File: src/rtl/wave_pkg.sv
// -----------------------------------------------------------------------------
// wave_pkg
// Shared definitions for the wave capture block: capture FSM states, frame
// geometry and the signed-to-offset-binary sample conversion.
// No ports (package).
// -----------------------------------------------------------------------------
package wave_pkg;

  // Samples per captured frame; the RAM index is 8 bits wide.
  localparam int NUM_SAMPLES = 256;
  localparam int INDEX_W     = 8;
  localparam int ADDR_W      = INDEX_W + 1;
  localparam int CODE_W      = 8;

  typedef enum logic [1:0] {
    ARMED  = 2'd0,
    ACTIVE = 2'd1,
    WAIT   = 2'd2
  } state_e;

  // Takes the top 8 bits of a two's-complement sample. Flipping the sign bit
  // turns it into offset binary: full-scale negative -> 0x00, zero -> 0x80.
  function automatic logic [CODE_W-1:0] to_offset_binary(input logic [CODE_W-1:0] top_bits);
    return {~top_bits[CODE_W-1], top_bits[CODE_W-2:0]};
  endfunction

endpackage

File: src/rtl/zero_cross_detect.sv
// -----------------------------------------------------------------------------
// zero_cross_detect
// Keeps the previously accepted sample and flags a positive-going zero
// crossing: the previous sample was negative and the current one is >= 0.
//
// Ports
//   clk          : clock, rising edge
//   reset        : asynchronous, active-low reset (prev sample cleared to 0)
//   sample_valid : strobe marking sample_in valid; prev sample updates on it
//   sample_in    : signed sample
//   crossing     : combinational pulse, high on a strobe that crosses upward
// -----------------------------------------------------------------------------
module zero_cross_detect #(
  parameter int SAMPLE_W = 16
) (
  input  logic                       clk,
  input  logic                       reset,
  input  logic                       sample_valid,
  input  logic signed [SAMPLE_W-1:0] sample_in,
  output logic                       crossing
);

  logic signed [SAMPLE_W-1:0] prev_sample_d;
  logic signed [SAMPLE_W-1:0] prev_sample_q;

  // The previous sample tracks every strobe, whatever the capture state is.
  always_comb begin
    prev_sample_d = prev_sample_q;
    if (sample_valid) begin
      prev_sample_d = sample_in;
    end
  end

  always_ff @(posedge clk or negedge reset) begin
    if (!reset) begin
      prev_sample_q <= '0;
    end else begin
      prev_sample_q <= prev_sample_d;
    end
  end

  assign crossing = sample_valid && (prev_sample_q < 0) && (sample_in >= 0);

endmodule

File: src/rtl/wave_capture.sv
// -----------------------------------------------------------------------------
// wave_capture
// Captures one frame of NUM_SAMPLES audio samples, starting at a positive
// zero crossing, into one half of a double-buffered 512-entry sample RAM.
// The display reads the other half; after a frame completes the block waits
// for the display to be idle, swaps halves and re-arms.
//
// Ports
//   clk               : clock, rising edge
//   reset             : asynchronous, active-low reset
//   new_sample_ready  : one-cycle strobe, new_sample_in valid
//   new_sample_in     : signed two's-complement sample
//   wave_display_idle : display is outside the visible wave region
//   write_address     : {write half, sample index} into the sample RAM
//   write_enable      : one-cycle RAM write strobe
//   write_sample      : offset-binary 8-bit sample
//   read_index        : RAM half the display reads (capture writes the other)
//
// Build option
//   WAVE_CAPTURE_DECIMATE_EN : when defined, after the trigger only every
//   second strobe is written, starting with the first one after the trigger.
// -----------------------------------------------------------------------------
module wave_capture #(
  parameter int SAMPLE_W    = 16,
  parameter int NUM_SAMPLES = wave_pkg::NUM_SAMPLES
) (
  input  logic                clk,
  input  logic                reset,
  input  logic                new_sample_ready,
  input  logic [SAMPLE_W-1:0] new_sample_in,
  input  logic                wave_display_idle,
  output logic [8:0]          write_address,
  output logic                write_enable,
  output logic [7:0]          write_sample,
  output logic                read_index
);

  import wave_pkg::*;

  localparam logic [INDEX_W-1:0] LAST_INDEX = INDEX_W'(NUM_SAMPLES - 1);

  state_e               state_d, state_q;
  logic [INDEX_W-1:0]   count_d, count_q;
  logic                 read_index_d, read_index_q;
  logic                 write_enable_d, write_enable_q;
  logic [ADDR_W-1:0]    write_address_d, write_address_q;
  logic [CODE_W-1:0]    write_sample_d, write_sample_q;
  logic                 crossing;
  logic                 active_write;
  logic [CODE_W-1:0]    sample_code;

  zero_cross_detect #(
    .SAMPLE_W (SAMPLE_W)
  ) u_zero_cross_detect (
    .clk          (clk),
    .reset        (reset),
    .sample_valid (new_sample_ready),
    .sample_in    (new_sample_in),
    .crossing     (crossing)
  );

  assign sample_code = to_offset_binary(new_sample_in[SAMPLE_W-1 -: CODE_W]);

`ifdef WAVE_CAPTURE_DECIMATE_EN
  // take_q high means the next ACTIVE strobe is written; it alternates on
  // every ACTIVE strobe and is primed by the trigger.
  logic take_d, take_q;

  assign active_write = new_sample_ready && take_q;

  always_comb begin
    take_d = take_q;
    if (state_q == ARMED && crossing) begin
      take_d = 1'b1;
    end else if (state_q == ACTIVE && new_sample_ready) begin
      take_d = ~take_q;
    end
  end

  always_ff @(posedge clk or negedge reset) begin
    if (!reset) begin
      take_q <= 1'b0;
    end else begin
      take_q <= take_d;
    end
  end
`else
  assign active_write = new_sample_ready;
`endif

  // State register.
  always_ff @(posedge clk or negedge reset) begin
    if (!reset) begin
      state_q <= ARMED;
    end else begin
      state_q <= state_d;
    end
  end

  // Next state. The frame ends on the same edge that writes the last index.
  // A crossing seen while WAIT exits is ignored because only ARMED triggers.
  always_comb begin
    state_d = state_q;
    case (state_q)
      ARMED: begin
        if (crossing) begin
          state_d = ACTIVE;
        end
      end
      ACTIVE: begin
        if (active_write && count_q == LAST_INDEX) begin
          state_d = WAIT;
        end
      end
      WAIT: begin
        if (wave_display_idle) begin
          state_d = ARMED;
        end
      end
      default: state_d = ARMED;
    endcase
  end

  // Datapath and outputs. Address and sample hold their last value between
  // writes; only write_enable returns to zero.
  always_comb begin
    count_d         = count_q;
    read_index_d    = read_index_q;
    write_enable_d  = 1'b0;
    write_address_d = write_address_q;
    write_sample_d  = write_sample_q;
    case (state_q)
      ARMED: begin
        if (crossing) begin
          write_enable_d  = 1'b1;
          write_address_d = {~read_index_q, {INDEX_W{1'b0}}};
          write_sample_d  = sample_code;
          count_d         = INDEX_W'(1);
        end
      end
      ACTIVE: begin
        if (active_write) begin
          write_enable_d  = 1'b1;
          write_address_d = {~read_index_q, count_q};
          write_sample_d  = sample_code;
          count_d         = count_q + INDEX_W'(1);
        end
      end
      WAIT: begin
        if (wave_display_idle) begin
          read_index_d = ~read_index_q;
        end
      end
      default: begin
        count_d = '0;
      end
    endcase
  end

  always_ff @(posedge clk or negedge reset) begin
    if (!reset) begin
      count_q         <= '0;
      read_index_q    <= 1'b0;
      write_enable_q  <= 1'b0;
      write_address_q <= '0;
      write_sample_q  <= '0;
    end else begin
      count_q         <= count_d;
      read_index_q    <= read_index_d;
      write_enable_q  <= write_enable_d;
      write_address_q <= write_address_d;
      write_sample_q  <= write_sample_d;
    end
  end

  assign write_enable  = write_enable_q;
  assign write_address = write_address_q;
  assign write_sample  = write_sample_q;
  assign read_index    = read_index_q;

endmodule

File: config.mk
export PLATFORM = sky130hd
export DESIGN_NAME = wave_capture
export DESIGN_NICKNAME = d
export VERILOG_FILES = /design/src/rtl/wave_pkg.sv /design/src/rtl/zero_cross_detect.sv /design/src/rtl/wave_capture.sv
export SDC_FILE = /design/constraint.sdc
export NUM_CORES = 1
export LEC_CHECK = 0
export ABC_AREA = 1
export BUFFER_PORTS_ARGS = -buffer_cell sky130_fd_sc_hd__buf_2
export CORE_UTILIZATION = 50
export CTS_BUF_LIST = sky130_fd_sc_hd__clkbuf_16
export CTS_CLUSTER_DIAMETER = 40
export DETAILED_ROUTE_END_ITERATION = 6
export PLACE_DENSITY = 0.73
export SYNTH_ARGS = -nofsm -noshare
export SYNTH_HDL_FRONTEND = slang
export SYNTH_SLANG_ARGS = --single-unit
File: constraint.sdc
create_clock -name clk -period 1.5 [get_ports clk]
set_input_delay 0.15 -clock clk [delete_from_list [all_inputs] [get_ports clk]]
set_output_delay 0.15 -clock clk [all_outputs]
set_load 0.005 [all_outputs]
# Yosys cells after proc, flatten, opt, wreduce, memory -nomap -nowiden
# Cells that the tools add are included.
word_totals:
  reg_bits: 45
  out_inout_bits: 19
  word_cells: 45
  in_bits: 20
op_classes:
  n_mux: 16
  reduce_logical: 9
  bitwise: 3
  n_lt_le_gt_ge: 2
  add_sub_neg: 1
  eq_ne: 7
op_table:
  columns: ["operator", "count"]
  rows:
  - ["8-bit 2-to-1 mux", 4]
  - ["8-bit one-hot mux with 3 select lines", 1]
  - ["9-bit 2-to-1 mux", 2]
  - ["9-bit one-hot mux with 2 select lines", 1]
  - ["16-bit by 1-bit >= comparator with 1-bit output, second input constant", 1]
  - ["16-bit by 1-bit < comparator with 1-bit output, second input constant", 1]
  - ["8-bit one-hot mux with 2 select lines", 1]
  - ["3-bit AND reduction", 3]
  - ["8-bit by 1-bit adder with 8-bit output, second input constant", 1]
  - ["8-bit equality test, second input constant", 1]
  - ["2-bit != test, second input constant", 4]
  - ["2-bit 2-to-1 mux", 3]
  - ["2-bit one-hot mux with 3 select lines", 1]
  - ["1-bit logical AND", 3]
  - ["1-bit inverter", 3]
  - ["2-bit by 1-bit equality test with 1-bit output, second input constant", 1]
  - ["2-bit equality test, second input constant", 1]
  - ["2-bit zero test", 1]
  - ["1-bit 2-to-1 mux", 2]
  - ["1-bit one-hot mux with 2 select lines", 1]
  - ["2-bit AND reduction", 1]
  - ["2-bit nonzero test", 1]

# Longest topological paths before layout
logic_depth:
  word_depth: 5
  ltp_mapped: 7
  depth_no_buf: 7

# Hierarchy
# A second synthesis with hierarchy kept.
unflattened:
  cells_unflattened: 163
  area_unflattened_um2: 1386.3
by_module_without_submodules:
  columns: ["module", "instances", "seq_area_each_um2", "area_per_inst_um2", "cells_each"]
  rows:
  - ["wave_capture", 1, 725.7, 1338.8, 156]
  - ["zero_cross_detect", 1, 25.0, 47.5, 7]

# Least setup slack after synthesis
# No wires, ideal clock.
synth_path:
  kind: "register to register"
  start: "register state_q[1]"
  end: "register write_address_q[8], in the netlist write_address[8]"
  period_less_slack_ns: 1.151
  path_slack_ns: 0.349
  arrival_time_ns: 1.078
  t_required_ns: 1.427
  path_buffers: 1
  stages_incl_launch_ff: 7
  path_cell_list: "dfrtp_1 -> nor2_2 -> nand2_2 -> nand2_2 -> buf_6 -> nor2_1 -> a21oi_2"
synth_between:
  elab_chain_len: 3
  elab_cells_between_ends: 7
  cone_classes: "eq/ne: 3; mux: 1; reduce/logical: 3"
synth_lines:
  columns: ["item", "line", "source"]
  rows:
  - ["start: declaration", "wave_capture.sv:42", "state_e state_d, state_q;"]
  - ["start signal: assignment", "wave_capture.sv:96", "state_q <= state_d;"]
  - ["2-bit by 1-bit equality test with 1-bit output / 2-bit zero test (equally long branches)", "wave_capture.sv:132", "case (state_q)"]
  - ["2-bit != test (no source line) / 2-bit nonzero test (equally long branches)", null, null]
  - ["3-bit AND reduction (no source line)", null, null]
  - ["end signal: assignment", "wave_capture.sv:171", "write_address_q <= write_address_d;"]
  - ["end: declaration", "wave_capture.sv:46", "logic [ADDR_W-1:0] write_address_d, write_address_q;"]
# Several ways; a longest one is shown, not always the timed one.
# A chain may end at the register's enable or synchronous reset.

# Worst setup path in the final report
layout_path:
  start: "register count_q[2]"
  end: "register count_q[7]"
layout_between:
  elab_chain_len: 3
layout_lines:
  columns: ["item", "line", "source"]
  rows:
  - ["start: declaration", "wave_capture.sv:43", "logic [INDEX_W-1:0] count_d, count_q;"]
  - ["start signal: assignment", "wave_capture.sv:168", "count_q <= count_d;"]
  - ["8-bit by 1-bit adder with 8-bit output", "wave_capture.sv:146", "count_d = count_q + INDEX_W'(1);"]
  - ["8-bit 2-to-1 mux", "wave_capture.sv:142", "if (active_write) begin"]
  - ["8-bit one-hot mux with 3 select lines", "wave_capture.sv:132", null]
# Every way passes these cells. The select of a mux whose other input is x is not followed.

==> impl_metrics.py <==
metrics = {
    "floorplan": {
        "die_w_um": 54.4,
        "initial_utilization": 0.540,
        "rows": 18,
        "io_pins": 39,
        "coreArea_sq_um": 2540,
        "die_y_um": 54.4,
        "dieArea_sq_um": 2960,
    },
    "yosys": {
        "ys_seq_area_frac": 0.546,
        "synth_seq_cells": 30,
        "netlist_top_cells_area": "dfrtp_1, nand2_1, nand3_1",
        "synth_top_cell_by_area": "dfrtp_1",
        "synth_commonest_cells": "nand2_1, dfrtp_1, nand3_1",
        "postSynth.asyncResetShare": 1.00,
        "synth.most_common_cell": "nand2_1",
        "syn_inst": 160,
        "mappedNetlistArea_sq_um": 1380,
        "synth.avg_cell_area_sq_um": 8.59,
        "synth.top_cell.area_share": 0.546,
        "synthFlopType": "dfrtp_1",
        "synth_edf_count": 0,
        "syn_nets": 181,
        "ys_warn_count": 0,
        "synth.distinct_cells": 22,
    },
    "run": {
        "drv_cap": 0,
    },
    "min_path": {
        "hp-class": "in2reg",
    },
    "cts": {
        "cts_tree": "done",
        "cts_sinks": 30,
        "h-tree-depth": 2,
        "cts_root_buf": "clkbuf_16",
        "clk_latency_ns": 0.27,
        "cts.clk_slew.worst_paths_ns": 0.05,
        "cts_buffers": 5,
        "clk_path_buf_depth": 2,
    },
    "timing": {
        "slew_violations": 0,
        "rsz0062_at_grt": "false",
        "finalHoldViolCount": 0,
        "setup_viol": 0,
        "worst_pin_slew_ns": 0.660,
        "fin_skew_ns": 0.00363,
        "fin_crit_ns": 1.27,
        "final.setup.tns_ns": 0,
        "relSlewSlack": 0.560,
        "min_period_over_period": 0.846,
        "timing.fmax_mhz": 788,
        "fin_hold_ws_ns": 0.0770,
    },
    "critical_path": {
        "worstPathArrival_ns": 1.47,
        "timing.critical_path.fanout_max": 7,
        "slowest_delay_ns": 0.45,
        "r2r_cells": 6,
        "worst_r2r_endpoint": "count_q[7]",
        "path_class": "reg2reg",
        "endpoint_kind": "flop",
        "cpMostUsedCell": "nand2_1",
        "slowest_stage": "dfrtp_1",
        "crit_required_ns": 1.70,
        "path_cells": "nand2_1 > nor2_1 > nand3_1 > nand2_1 > nand3_1 > nand2_1",
        "crit_start": "count_q[2]",
        "setup.worst_path.start_class": "flop",
        "critPathCapture": "count_q[7]",
        "reg2reg_setup_slack_ns": 0.23,
        "worst_r2r_startpoint": "count_q[2]",
    },
    "grt": {
        "grt_usage": 0.219,
        "grt_pass1_wl_mm": 4.46,
        "overflow": 0,
        "antenna_found_initial": 0,
        "grt_pass1_vias": 1018,
        "grt_max_degree": 31,
    },
    "power_and_ir_drop": {
        "power_leakage_nw": 0.950,
        "power_density_nw_per_um2": 1490,
        "ir_worst_vdd_mv": 0.983,
    },
    "detailed_routing": {
        "drtAntennaViolNets": 0,
        "avgViaCountPerCell": 5.33,
        "drc": 0,
        "wirelength_mm": 2.93,
        "first_iter_violations": 26,
        "routedWlPerCell_um": 12.8,
        "vias": 1221,
        "drtPass1Iterations": 4,
    },
    "finish": {
        "fill_cells": 215,
        "drive_above_1_share": 0.261,
        "antennaDiodeCount": 0,
        "fin_nets": 220,
        "area_growth_syn_to_layout_pct": 26.5,
    },
    "placement": {
        "dp_hpwl_mm": 1.96,
        "place.gp.congestion": 0.860,
        "port_buffers": 30,
    },
    "run_status": {
        "status": "complete, no violations",
    },
}
## state kept, by name (all words and copies together) (netlist names)
signal and flops:
state_q 2, write_sample 8, count_q 8, u_zero_cross_detect.prev_sample_q 1, write_address 9, write_enable 1, read_index 1
## final cells by class
cell class                 count  area [sq um]  area share
sequential                    30           751       0.432
multi-input combinational    114           546       0.314
timing repair buffer          37           205       0.118
clock buffer                   5           125      0.0719
clock inverter                 2          33.8      0.0194
tap                           30          37.5      0.0216
inverter                      11          41.3      0.0237
## power by group
part / internal [mW] / total (mW) / switching [mW]
Clock: 0.764 / 1.07 / 0.309
Sequential: 0.954 / 1.10 / 0.144
Combinational: 0.190 / 0.414 / 0.224
Total: 1.91 / 2.58 / 0.676
## critical path, delay by kind of cell, from the launching register on
kind             cells  cell delay [ns]
AND/OR/NAND/NOR      6             0.76
flip-flops           1             0.45
## kinds of logic after synthesis
logic type / Yosys count / synth area share
multiplexers: 1 / 0.00819
AND/OR/NAND/NOR: 99 / 0.320
XOR/XNOR: 1 / 0.00637
buffers and inverters: 16 / 0.0573
AO/OA/AOI/OAI: 12 / 0.0528
adder cells (fa/ha/maj): 1 / 0.00910
flip-flops: 30 / 0.546
## stage by stage
stage / utilization / std cells / setup WS, ns / total power [mW] / cell area (sq um)
5_1_grt: 0.683 / 229 / 0.109 / 2.72 / 1740
2_1_floorplan: - / 160 / 0.349 / 1.33 / 1380
4_1_cts: 0.683 / 229 / 0.248 / 2.61 / 1740
6_report: 0.683 / 229 / 0.230 / 2.58 / 1740
3_5_place_dp: 0.617 / 221 / 0.265 / 1.51 / 1570
3_3_place_gp: 0.617 / 221 / 0.282 / 1.50 / 1570
## placed cells by master, fill, tap and decap left out
master / netlist / layout
or2_2: 1 / 1
o21ai_0: 5 / 5
mux2_2: 1 / 1
a21oi_2: 2 / 2
o21ai_1: 2 / 2
nor2_2: 1 / 1
buf_2: 3 / 30
ha_1: 1 / 1
nand2_1: 49 / 49
nor2_1: 9 / 9
a21oi_1: 1 / 1
bufinv_16: 0 / 1
buf_4: 0 / 6
nand3b_1: 2 / 2
inv_2: 1 / 1
nand4_1: 4 / 4
dfrtp_1: 30 / 30
inv_1: 10 / 10
xnor2_1: 1 / 1
dlygate4sd3_1: 0 / 1
clkbuf_16: 0 / 5
clkinv_1: 0 / 1
o21a_1: 1 / 1
nand2_2: 4 / 4
o21bai_1: 1 / 1
nand3_1: 29 / 29
## worst min-delay path by stage
| stage | startpoint | endpoint | cells after the start | slack [ns] |
|---|---|---|---|---|
| after detailed placement | reset | u_zero_cross_detect.prev_sample_q[15] | 1 | 0.22 |
| after floorplan | reset | count_q[0] | 0 | -0.15 |
| after global placement | reset | u_zero_cross_detect.prev_sample_q[15] | 1 | 0.22 |
| final | new_sample_in[9] | write_sample[1] | 3 | 0.08 |
| after CTS | new_sample_in[9] | write_sample[1] | 3 | 0.07 |
| after global routing | new_sample_in[15] | write_sample[7] | 2 | 0.09 |
## routing by layer
layer	vias to the layer above	part of all wire	global-route usage
li1	604	-	-
met4	0	0.014	0.103
met3	5	0.055	0.0583
met1	572	0.45	0.275
met5	-	0	0
met2	40	0.48	0.348
## what timing repair did
| item | 4_1_cts | 5_1_grt |
|---|---|---|
| endpoints found under the hold margin | 30 | 0 |
| buffers inserted | 0 | 0 |
| hold buffers | 1 | 0 |
| setup endpoints to repair | 0 | 0 |
| gates resized for setup | 0 | 0 |
Power figures use the tool's default switching activity.
